### config.mk
export PLATFORM = sky130hd
export DESIGN_NAME = spi_controller
export DESIGN_NICKNAME = d
export VERILOG_FILES = /design/src/rtl/spi_pkg.sv /design/src/rtl/spi_clk_gen.sv /design/src/rtl/spi_controller.sv
export SDC_FILE = /design/constraint.sdc
export NUM_CORES = 1
export LEC_CHECK = 0
export BUFFER_PORTS_ARGS = -buffer_cell sky130_fd_sc_hd__buf_2
export CORE_MARGIN = 8
export CORE_UTILIZATION = 27
export CTS_CLUSTER_DIAMETER = 120
export DETAILED_ROUTE_END_ITERATION = 7
export PLACE_DENSITY = 0.52
export SETUP_SLACK_MARGIN = 0.15
export SKIP_LAST_GASP = 1
export SYNTH_ARGS = -nofsm -noshare
export SYNTH_HDL_FRONTEND = slang
export SYNTH_HIERARCHICAL = 1
export SYNTH_SLANG_ARGS = --single-unit
export TNS_END_PERCENT = 30
### constraint.sdc
create_clock -name clk -period 7.95 [get_ports clk]
set_input_delay 0.795 -clock clk [delete_from_list [all_inputs] [get_ports clk]]
set_output_delay 0.795 -clock clk [all_outputs]
set_load 0.02 [all_outputs]
### src/rtl/spi_pkg.sv
// ---------------------------------------------------------------------------
// spi_pkg
// Shared definitions for the SPI controller and its peripheral counterpart:
//   - spi_state_t : controller frame sequencer states
//   - SPI_TX_BITS / SPI_RX_BITS : default word widths (16/16)
//   - max3()      : helper used to size the shared CS timer
// ---------------------------------------------------------------------------
package spi_pkg;

    typedef enum logic [2:0] {
        IDLE  = 3'd0,
        SETUP = 3'd1,
        XFER  = 3'd2,
        HOLD  = 3'd3,
        GAP   = 3'd4
    } spi_state_t;

    localparam int SPI_TX_BITS = 16;
    localparam int SPI_RX_BITS = 16;

    // Largest of three integers; sizes a timer that serves several phases.
    function automatic int max3(input int a, input int b, input int c);
        int m;
        m = (a > b) ? a : b;
        return (m > c) ? m : c;
    endfunction

endpackage

### src/rtl/spi_clk_gen.sv
// ---------------------------------------------------------------------------
// spi_clk_gen
// SCK generator: CLK_DIV clk cycles per SCK half-period, running only while
// en is high. The first rising edge comes on the first enabled clk edge.
// Ports:
//   clk, rst     system clock / async active-high reset
//   en           run enable (high only while the frame is in XFER)
//   last         all rising edges of the frame issued; suppress further rises
//   sck          registered serial clock, idles low
//   sck_rise     high in the clk cycle whose edge drives SCK high
//   sck_fall     high in the clk cycle whose edge drives SCK low
//   period_done  high when the final low half-period has fully elapsed
// ---------------------------------------------------------------------------
module spi_clk_gen #(
    parameter int CLK_DIV = 4
) (
    input  logic clk,
    input  logic rst,
    input  logic en,
    input  logic last,
    output logic sck,
    output logic sck_rise,
    output logic sck_fall,
    output logic period_done
);

    if (CLK_DIV < 2) begin : g_bad_div
        $error("spi_clk_gen: CLK_DIV must be at least 2");
    end

    localparam int DIV_W = $clog2(CLK_DIV);
    localparam logic [DIV_W-1:0] DIV_RELOAD = DIV_W'(CLK_DIV - 1);

    logic [DIV_W-1:0] div_cnt;
    logic             edge_due;

    // Strobes are decoded from registered state, so they announce the edge
    // at which sck toggles; a stale half-period can never leak through.
    assign edge_due    = en && (div_cnt == '0);
    assign sck_rise    = edge_due && !sck && !last;
    assign sck_fall    = edge_due && sck;
    assign period_done = edge_due && !sck && last;

    // Divider and SCK register; dropping en returns both to idle at once.
    always_ff @(posedge clk or posedge rst) begin
        if (rst) begin
            div_cnt <= '0;
            sck     <= 1'b0;
        end else if (!en) begin
            div_cnt <= '0;
            sck     <= 1'b0;
        end else if (sck_rise || sck_fall) begin
            div_cnt <= DIV_RELOAD;
            sck     <= !sck;
        end else if (div_cnt != '0) begin
            div_cnt <= div_cnt - DIV_W'(1);
        end else begin
            div_cnt <= div_cnt;
        end
    end

endmodule

### src/rtl/spi_controller.sv
// ---------------------------------------------------------------------------
// spi_controller
// Mode-0 SPI controller. One frame = TX_BITS write bits (LSB first), RX_SKIP
// turnaround SCK periods, then RX_BITS read bits (LSB first), in one CS-low
// window framed by CS_SETUP / CS_HOLD / CS_IDLE clk-cycle guards.
// Ports:
//   clk, rst  system clock / async active-high reset
//   start     frame request, taken only while busy is low
//   tx_data   write word, captured when start is taken
//   busy      frame in progress (through the CS idle gap)
//   done      one-cycle pulse when rx_data is updated
//   rx_data   last received word
//   SCK, COPI, CS  serial outputs (all registered); CIPO serial input
// ---------------------------------------------------------------------------
module spi_controller
    import spi_pkg::*;
#(
    parameter int TX_BITS  = SPI_TX_BITS,
    parameter int RX_BITS  = SPI_RX_BITS,
    parameter int RX_SKIP  = 1,
    parameter int CLK_DIV  = 4,
    parameter int CS_SETUP = 2,
    parameter int CS_HOLD  = 2,
    parameter int CS_IDLE  = 2
) (
    input  logic               clk,
    input  logic               rst,
    input  logic               start,
    input  logic [TX_BITS-1:0] tx_data,
    output logic               busy,
    output logic               done,
    output logic [RX_BITS-1:0] rx_data,
    output logic               SCK,
    output logic               COPI,
    input  logic               CIPO,
    output logic               CS
);

    localparam int N_SCK = TX_BITS + RX_SKIP + RX_BITS;
    localparam int BIT_W = $clog2(N_SCK + 1);
    localparam int TMR_W = $clog2(max3(CS_SETUP, CS_HOLD, CS_IDLE) + 1);

    localparam logic [BIT_W-1:0] BIT_LAST     = BIT_W'(N_SCK);
    localparam logic [BIT_W-1:0] BIT_TX_END   = BIT_W'(TX_BITS);
    localparam logic [BIT_W-1:0] BIT_RX_FIRST = BIT_W'(TX_BITS + RX_SKIP);
    localparam logic [TMR_W-1:0] SETUP_LAST   = TMR_W'(CS_SETUP - 1);
    localparam logic [TMR_W-1:0] HOLD_LAST    = TMR_W'(CS_HOLD - 1);
    localparam logic [TMR_W-1:0] IDLE_LAST    = TMR_W'(CS_IDLE - 1);

    spi_state_t         state;
    logic [TX_BITS-2:0] tx_shift;   // bits 1.. of the write word; bit 0 goes out in SETUP
    logic [RX_BITS-1:0] rx_shift;
    logic [BIT_W-1:0]   bit_cnt;    // SCK rising edges issued so far this frame
    logic [TMR_W-1:0]   tmr;        // shared SETUP / HOLD / GAP cycle timer
    logic               xfer_en;
    logic               last_bit;
    logic               sck_rise;
    logic               sck_fall;
    logic               period_done;

    assign xfer_en  = (state == XFER);
    assign last_bit = (bit_cnt == BIT_LAST);

    spi_clk_gen #(
        .CLK_DIV(CLK_DIV)
    ) u_clk_gen (
        .clk         (clk),
        .rst         (rst),
        .en          (xfer_en),
        .last        (last_bit),
        .sck         (SCK),
        .sck_rise    (sck_rise),
        .sck_fall    (sck_fall),
        .period_done (period_done)
    );

    // Frame sequencer with its shift registers, bit counter and CS timers.
    always_ff @(posedge clk or posedge rst) begin
        if (rst) begin
            state    <= IDLE;
            CS       <= 1'b1;
            COPI     <= 1'b0;
            busy     <= 1'b0;
            done     <= 1'b0;
            rx_data  <= '0;
            tx_shift <= '0;
            rx_shift <= '0;
            bit_cnt  <= '0;
            tmr      <= '0;
        end else begin
            done <= 1'b0;
            case (state)
                IDLE: begin
                    if (start) begin
                        state    <= SETUP;
                        CS       <= 1'b0;
                        busy     <= 1'b1;
                        COPI     <= tx_data[0];
                        tx_shift <= tx_data[TX_BITS-1:1];
                        rx_shift <= '0;
                        bit_cnt  <= '0;
                        tmr      <= '0;
                    end else begin
                        state <= IDLE;
                    end
                end
                SETUP: begin
                    if (tmr == SETUP_LAST) begin
                        state <= XFER;
                        tmr   <= '0;
                    end else begin
                        tmr <= tmr + TMR_W'(1);
                    end
                end
                XFER: begin
                    // bit_cnt still holds k-1 in the cycle of rising edge k.
                    if (sck_rise) begin
                        bit_cnt <= bit_cnt + BIT_W'(1);
                        if (bit_cnt >= BIT_RX_FIRST) begin
                            rx_shift <= {CIPO, rx_shift[RX_BITS-1:1]};
                        end else begin
                            rx_shift <= rx_shift;
                        end
                    end else begin
                        bit_cnt <= bit_cnt;
                    end
                    // On the fall after rising edge k, present write bit k.
                    if (sck_fall) begin
                        tx_shift <= tx_shift >> 1;
                        COPI     <= (bit_cnt < BIT_TX_END) ? tx_shift[0] : 1'b0;
                    end else begin
                        tx_shift <= tx_shift;
                    end
                    if (period_done) begin
                        state <= HOLD;
                        tmr   <= '0;
                    end else begin
                        state <= XFER;
                    end
                end
                HOLD: begin
                    if (tmr == HOLD_LAST) begin
                        state   <= GAP;
                        CS      <= 1'b1;
                        rx_data <= rx_shift;
                        done    <= 1'b1;
                        tmr     <= '0;
                    end else begin
                        tmr <= tmr + TMR_W'(1);
                    end
                end
                GAP: begin
                    if (tmr == IDLE_LAST) begin
                        state <= IDLE;
                        busy  <= 1'b0;
                        tmr   <= '0;
                    end else begin
                        tmr <= tmr + TMR_W'(1);
                    end
                end
                default: begin
                    state <= IDLE;
                    CS    <= 1'b1;
                    COPI  <= 1'b0;
                    busy  <= 1'b0;
                    tmr   <= '0;
                end
            endcase
        end
    end

endmodule

==> impl_metrics.yaml <==
routing:
  vias_per_cell: 4.50
  routed_wl_um: 6000
  drt_iter0_drc: 101
  drtPass1Iterations: 4
  via_count: 1923
  wl_per_cell_um: 14.1
  drc: 0
  antenna_left: 0
sta:
  tns_ns: 0
  worstMarginPinSlew_ns: 0.919
  drv_slew: 0
  setup_viol: 0
  slew_headroom_pct: 38.7
  period_minus_slack_ns: 2.98
  hold_violations: 0
  period_share_pct: 37.5
  rsz0062_at_grt: "false"
  max_freq_mhz: 336
  fin_skew_ns: 0.0133
clocking:
  clk_latency_ns: 0.34
  cts_sinks: 65
  clockBufferDepth: 2
  clockRootBuffer: "clkbuf_8"
  cts_tree: "built"
  cts_hold_buf: 0
  postCtsResizedCells: 0
  cts_htree_levels: 3
  postCtsSetupBuffers: 0
  cts.clk_slew.worst_paths_ns: 0.07
  numCtsBuffers: 9
critical_path:
  worst_r2r_path_depth: 8
  slowest_delay_ns: 0.52
  cp-end-kind: "register"
  cp_num_cells: 8
  crit_family: "simple AND/OR/NAND/NOR gates"
  startpoint_type: "register"
  criticalPathCategory: "reg2reg"
  worstPathMaxFanout: 18
  worstSetupStartpoint: "state[2]"
  cp.arrival_ns: 3.25
  critPathRequiredTime_ns: 8.22
  cp_cell_sequence: "nor2_4 -> nand2_1 -> inv_2 -> inv_1 -> nor4b_1 -> and4bb_2 -> o21a_1 -> a22o_2"
  endpoint: "rx_shift[3]"
  timing.rr.end: "rx_shift[3]"
  cp_num_buf_inv: 2
  rrSetupSlack_ns: 4.97
  reg2reg_from: "state[2]"
  slowest_stage: "dfrtp_1"
placed_design:
  detailed_place_hpwl_um: 4150
  gp_congestion: 0.823
  port_buffers: 40
  placed_area_mm2: 0.00322
power:
  p_int_uw: 667
  power.density_mw_per_mm2: 301
  p_comb_share_pct: 27.9
  pwr-share-clk_pct: 28.1
  p_leak_nw: 1.66
  p_sw_share_pct: 35.2
  peakVddDrop_mv: 0.0850
  power.switching_uw: 363
  seqPwrFrac_pct: 43.9
synth:
  yosysMostFrequentCell: "dfrtp_1"
  synth_warnings: 6
  synth_top_area_share_pct: 55.3
  synth_area_leaders: "dfrtp_1, mux2_2, a22o_2"
  synth_area_mm2: 0.00289
  synth_area_leader_cell: "dfrtp_1"
  synth_commonest_cells: "dfrtp_1, nand2_1, mux2_2"
  ys.flop_type: "dfrtp_1"
  synth_edf_count: 0
  yosysSeqAreaShare_pct: 56.2
  synth_area_per_cell_um2: 12.1
  ys_types: 47
  synthCells: 240
  syn-num-nets: 264
  async_flop_share_pct: 100
  ys_ff_latch: 65
floorplanning:
  dieWidth_um: 120
  ios: 41
  die_y_um: 120
  rows: 38
  start_util_pct: 27.2
  die-area_mm2: 0.0143
  core_mm2: 0.0107
finish:
  area_growth_pct: 18.3
  fillerInstances: 1134
  nets: 306
  antenna_cells: 0
  layout-drive-gt1-share_pct: 35.5
  design_area_mm2: 0.00342
hold_path:
  hold_class: "in2async"
global_route:
  grt_max_degree: 63
  grt_util_all_layers_pct: 8.85
  grt_pass1_vias: 2037
  overflow: 0
  grt_pass1_wl_um: 10200
  antenna_found_initial: 0
run:
  maxCapViolations: 0
outcome:
  status: "completed"
how the worst min path moves through the flow:
stage | from | end | cells after the start
2_1_floorplan | tx_shift[10] | tx_shift[10] | 2
3_3_place_gp | tx_shift[9] | tx_shift[9] | 2
3_5_place_dp | tx_shift[5] | tx_shift[5] | 2
4_1_cts | rst | u_clk_gen/div_cnt[1] | 2
5_1_grt | rst | u_clk_gen/div_cnt[0] | 2
6_report | rst | u_clk_gen/div_cnt[1] | 2
sequential cells by signal, indices dropped and copies added (netlist names), 2 cells and up:
| signal | count |
|---|---|
| u_clk_gen/div_cnt | 2 |
| tx_shift | 15 |
| state | 3 |
| rx_data | 16 |
| bit_cnt | 6 |
| rx_shift | 16 |
| tmr | 2 |
power by group through the flow:
stage                     clock, mW  combinational (mW)  sequential [mW]
after floorplan                   0               0.252            0.440
after global placement            0               0.289            0.457
after detailed placement          0               0.293            0.460
after CTS                     0.301               0.295            0.453
after global routing          0.316               0.324            0.463
final                         0.290               0.287            0.452
kinds of logic after synthesis:
logic type	after synthesis	share of synthesized area [%]
flops	65	56.2
compound gates	53	14.0
simple gates	60	11.2
xor+xnor	5	1.51
fa+ha+maj	4	1.73
mux	32	11.8
buf+inv	21	3.55
metrics by stage:
| step | util (%) | cells | total power, mW | worst slack (ns) | hold WS (ns) |
|---|---|---|---|---|---|
| floorplan | - | 240 | 0.692 | 5.37 | 0.450 |
| global placement | 30.2 | 411 | 0.745 | 5.05 | 0.461 |
| detailed placement | 30.2 | 411 | 0.753 | 4.98 | 0.470 |
| CTS | 32.1 | 427 | 1.05 | 4.95 | 0.304 |
| global route | 32.1 | 427 | 1.10 | 4.71 | 0.319 |
| finish | 32.1 | 427 | 1.03 | 4.97 | 0.326 |
layout make-up:
class / instances / area [um2] / share of cell area, %
timing repair buffer: 41 / 208 / 6.07
tap: 140 / 175 / 5.12
sequential: 65 / 1630 / 47.6
clock buffer: 10 / 138 / 4.02
inverter: 11 / 41.3 / 1.21
clock inverter: 6 / 66.3 / 1.94
multi-input combinational: 154 / 1170 / 34.1
layout by cell type, fill, tap and decap left out, types with 2 or more instances in the layout:
cell / instances
nor2b_1: 3
mux2_2: 17
nor2_1: 9
clkinvlp_4: 3
nand3_1: 2
mux2i_1: 15
nand2_1: 22
o21ai_0: 15
xor2_1: 5
inv_2: 2
buf_2: 40
ha_1: 4
nor4b_1: 2
clkbuf_8: 10
inv_1: 9
a21oi_1: 3
a22o_2: 16
nand4_1: 2
o21ai_1: 3
nor3_1: 2
o21a_1: 2
and2_1: 3
a211oi_1: 4
nand2b_1: 4
dfrtp_1: 64
per-layer routing:
layer,global-route usage (%),wire length [um],vias up
met5,0,0,-
met2,13.3,2690,35
met3,3.24,267,10
met1,11.4,2950,942
met4,3.28,89,0
li1,-,-,936
(Power assumes the default switching activity.)
